$ cat src/rtl/timer_counter.sv
// timer_counter: prescaled up/down timer with TOP wrap/reload, compare match and one-shot expiry
module timer_counter #(
  parameter int WIDTH          = 32,
  parameter int PRESCALE_WIDTH = 8
) (
  input  logic                      clk,
  input  logic                      rst,
  input  logic                      start,
  input  logic                      stop,
  input  logic                      load,
  input  logic [WIDTH-1:0]          load_value,
  input  logic                      count_down,
  input  logic                      one_shot,
  input  logic [WIDTH-1:0]          top,
  input  logic [WIDTH-1:0]          compare,
  input  logic [PRESCALE_WIDTH-1:0] prescale,
  output logic [WIDTH-1:0]          value,
  output logic                      running,
  output logic                      expired,
  output logic                      wrap_pulse,
  output logic                      match_pulse
);
  typedef enum logic [1:0] {IDLE, RUN, EXPIRED} state_t;
  state_t                    r_state, w_state;
  logic [WIDTH-1:0]          r_value, w_value, w_step;
  logic [PRESCALE_WIDTH-1:0] r_presc, w_presc;
  logic                      r_running, r_expired, r_wrap, w_wrap, r_match, w_match;
  logic                      w_tick, w_term, w_hold;
  assign w_tick = (r_state == RUN) && (r_presc == prescale);
  assign w_term = count_down ? (r_value == '0) : (r_value == top);
  assign w_hold = w_term && one_shot;
  assign w_step = w_term ? (count_down ? top : '0) : (count_down ? r_value - WIDTH'(1) : r_value + WIDTH'(1));
  // next state, value, prescaler and pulses in priority load > stop > start > tick
  always_comb begin
    w_state = r_state;
    w_value = r_value;
    w_presc = r_presc;
    w_wrap  = 1'b0;
    w_match = 1'b0;
    if (load) begin
      w_value = load_value;
      w_presc = '0;
    end else if (stop) begin
      w_state = IDLE;
      w_presc = '0;
    end else if (start && r_state != RUN) begin
      w_state = RUN;
      w_presc = '0;
      if (r_state == EXPIRED) w_value = count_down ? top : '0;
    end else if (w_tick) begin
      w_presc = '0;
      w_wrap  = w_term;
      w_state = w_hold ? EXPIRED : RUN;
      w_value = w_hold ? r_value : w_step;
      w_match = (w_value == compare);
    end else if (r_state == RUN) begin
      w_presc = r_presc + PRESCALE_WIDTH'(1);
    end
  end
  // register everything so all outputs come straight from flops
  always_ff @(posedge clk) begin
    if (rst) begin
      r_state   <= IDLE;
      r_value   <= '0;
      r_presc   <= '0;
      r_running <= 1'b0;
      r_expired <= 1'b0;
      r_wrap    <= 1'b0;
      r_match   <= 1'b0;
    end else begin
      r_state   <= w_state;
      r_value   <= w_value;
      r_presc   <= w_presc;
      r_running <= (w_state == RUN);
      r_expired <= (w_state == EXPIRED);
      r_wrap    <= w_wrap;
      r_match   <= w_match;
    end
  end
  assign value       = r_value;
  assign running     = r_running;
  assign expired     = r_expired;
  assign wrap_pulse  = r_wrap;
  assign match_pulse = r_match;
endmodule
$ cat config.mk
export PLATFORM = sky130hd
export DESIGN_NAME = timer_counter
export DESIGN_NICKNAME = d
export VERILOG_FILES = /design/src/rtl/timer_counter.sv
export SDC_FILE = /design/constraint.sdc
export NUM_CORES = 1
export LEC_CHECK = 0
export CAP_MARGIN = 20
export CORE_UTILIZATION = 52
export CTS_BUF_LIST = sky130_fd_sc_hd__clkbuf_4
export DETAILED_ROUTE_END_ITERATION = 7
export PLACE_DENSITY_LB_ADDON = 0.3
export SLEW_MARGIN = 20
export SYNTH_ARGS = -nofsm -noshare
export SYNTH_HDL_FRONTEND = slang
export SYNTH_SLANG_ARGS = --single-unit
$ cat constraint.sdc
create_clock -name clk -period 6 [get_ports clk]
set_clock_uncertainty 0.15 [all_clocks]
set_input_delay 1.2 -clock clk [delete_from_list [all_inputs] [get_ports clk]]
set_output_delay 1.2 -clock clk [all_outputs]
set_load 0.01 [all_outputs]
==> summary.txt <==
status -> complete, no violations
fmax -> 184 MHz
first-pass GRT wire length -> 34000 um
IR drop worst, VDD -> 0.110 mV
Post-DP HPWL -> 17200 um
# DRC -> 0
Mapped Cells -> 839
RePlAce Congestion -> 0.989
Max-Cap Viols -> 0
global-route usage over all layers -> 39.0%
syn_area_per_cell -> 6.88 um^2
grt ovf -> 0
count of final setup violators -> 0
grt met2 use -> 60.6%
Crit Path Max Fanout -> 8
Multi-input gate area -> 0.00460 mm^2
Layout area overhead -> 29.4%
CTS Root Cell -> clkbuf_4
Leak -> 2.95 nW
clock slew at reported path FFs -> 0.17 ns
CTS buffer count -> 5
num ports -> 147
power per cell area -> 160 mW/mm^2
met1 Track Usage GR -> 52.8%
GR peak layer -> met2
CP startpoint kind -> input pin
Netlist cell types -> 60
RSZ-0062 raised after global routing -> no
layout cells sized above 1 -> 4.64%
CP Data Arrival Time -> 5.66 ns
slowest cell delay on critical path -> 0.64 ns
synth warn -> 0
area of the die -> 0.0115 mm^2
Mapped Area -> 0.00577 mm^2
IO buf count -> 146
final hold violation count -> 0
vias in the first global route -> 6318
critical path cell sequence -> clkdlybuf4s50_1 > xor2_1 > nor4_1 > buf_4 > nand4_1 > or4_1 > o21ai_4 > mux2i_1 > xor2_1 > o2111ai_1 > a211oi_1 > o2111ai_1 > or4_1 > or4_1 > a211oi_2
post-route clock period utilization -> 90.5%
Slew HR -> 51.8%
per-cell routed wire length -> 20.3 um
number of synthesized flops with an enable pin -> 0
Iter 0 DRT Violations -> 691
Vias -> 7042
ys async rst share -> 0%
CP Class -> in2reg
# clock sinks -> 46
FF+latch count, synth -> 46
Pre-Repair DR Iteration Count -> 6
overall power -> 0.00119 W
Tmin final -> 5.43 ns
chip width -> 107 um
clock latency on the worst-skew pair -> 0.43 ns
Hold Buf Count CTS -> 0
Initial Utilization -> 53.2%
TritonCTS clock tree -> built
Crit path top cell by count -> or4_1
Core Footprint -> 0.0108 mm^2
global routing usage on met3 -> 8.84%
cts repair resizes -> 0
FP Rows -> 38
die height -> 107 um
diode count -> 0
Seq/Total Area, Yosys -> 16.0%
min-delay worst type -> reg2reg
setup TNS -> 0 ns
Worst EP required -> 6.22 ns
FF+latch area -> 921 um^2
Max Slew Vio Count -> 0
Via density -> 6.35
syn nets -> 982
Fillers -> 1003
clock buffer depth -> 2
remaining antenna violation count after routing -> 0
dominant synthesized flop cell -> dfxtp_1
final WL -> 22500 um
Worst Setup End Kind -> flop
# nets final -> 1111
initial antenna violation count -> 0
pin count of the biggest net entering global routing -> 70
Slew @ Worst Pin -> 0.724 ns
post-CTS setup buffers -> 0
crit path max-delay cell type -> or4_1
H-tree Lvls -> 2
-- placed cells by master, fill, tap and decap left out, types with 3 or more instances in the layout --
cell | synthesis | routed
clkdlybuf4s50_1 | 0 | 144
nand2_1 | 107 | 107
a21oi_1 | 92 | 92
nor2_1 | 89 | 88
xor2_1 | 69 | 69
o21ai_0 | 46 | 46
dfxtp_1 | 46 | 46
xnor2_1 | 44 | 44
ha_1 | 31 | 31
a211oi_1 | 30 | 30
nor3_1 | 26 | 26
inv_1 | 22 | 22
buf_4 | 0 | 21
nor4_1 | 18 | 18
a31oi_1 | 17 | 17
nand3_1 | 15 | 15
a21o_1 | 13 | 13
and3_1 | 10 | 10
a221oi_1 | 10 | 10
nand4_1 | 9 | 9
o211ai_1 | 6 | 6
mux2i_1 | 6 | 6
o21bai_1 | 6 | 6
o2111ai_1 | 6 | 6
o21a_1 | 5 | 5
and4_1 | 5 | 5
a22oi_1 | 5 | 5
o22ai_1 | 5 | 5
clkbuf_4 | 0 | 5
nor2b_1 | 4 | 3
or4_1 | 3 | 3
or3_1 | 3 | 3
o31a_1 | 3 | 3
a2111oi_0 | 3 | 3
a221o_1 | 3 | 3
-- power breakdown --
part / leakage, nW / switching, W / total (W) / internal [W]
Clock: 0.0318 / 0.000130 / 0.000178 / 0.0000479
Combinational: 2.54 / 0.000356 / 0.000647 / 0.000291
Sequential: 0.377 / 0.0000455 / 0.000368 / 0.000322
-- registers in the layout, indices dropped and copies added, names as in the netlist --
signal and count:
expired 1, match_pulse 1, r_presc 8, r_state 2, running 1, value 32
wrap_pulse 1
-- layout make-up --
class / instances / share of cell area, %
Multi-Input combinational cell: 725 / 61.6
Timing Repair Buffer: 168 / 21.8
Sequential cell: 46 / 12.3
Tap cell: 140 / 2.35
Inverter: 22 / 1.11
Clock buffer: 5 / 0.503
Clock inverter: 3 / 0.335
-- per-stage QoR --
step | hold slack [ns] | utilization [%] | std cells | area (um^2) | worst slack [ns]
after floorplan | 0.348 | - | 839 | 5770 | 1.10
after global placement | 0.365 | 68.3 | 1101 | 7410 | 0.311
after detailed placement | 0.374 | 68.3 | 1101 | 7410 | 0.183
after CTS | 0.412 | 68.9 | 1109 | 7470 | 0.644
after global routing | 0.467 | 68.9 | 1109 | 7470 | 0.374
final | 0.408 | 68.9 | 1109 | 7470 | 0.569
-- kinds of logic after synthesis --
logic type / count (synthesis) / synth area share [%]
simple gates: 299 / 23.4
flops: 46 / 16.0
xor+xnor: 113 / 17.1
compound gates: 274 / 30.7
buf+inv: 68 / 4.47
fa+ha+maj: 32 / 7.07
mux: 7 / 1.24
-- worst paths after layout --
path              startpoint  cells after the start           to  slack (ns)
setup / recovery     top[23]                     15  match_pulse        0.57
hold / removal    r_presc[7]                      2   r_presc[7]        0.41
setup reg to reg   value[16]                     14  match_pulse        1.24
hold reg to reg   r_presc[7]                      2   r_presc[7]        0.41
-- cell usage after synthesis (18+ instances only) --
library cell  instances  area share, %
nor4_1               18            2.0
dfxtp_1              46             16
o21ai_0              46            4.0
xor2_1               69             10
a211oi_1             30            3.9
nor2_1               89            5.8
inv_1                22            1.4
a21oi_1              92            8.0
nand2_1             107            7.0
ha_1                 31            6.7
clkbuf_1             42            2.7
xnor2_1              44            6.7
nor3_1               26            2.3
-- worst max-delay path: cells and delay by family --
family | cells | cell delay, ns
simple gates | 5 | 2.05
compound gates | 5 | 1.09
mux | 1 | 0.32
buf+inv | 2 | 0.66
xor+xnor | 2 | 0.35
-- per-layer routing --
metal	part of all wire, %	vias to the layer above
met4	3.2	0
met5	0	-
met2	43	461
met3	13	64
met1	41	3188
li1	-	3329
No activity file was read; power rests on OpenSTA's default activity.
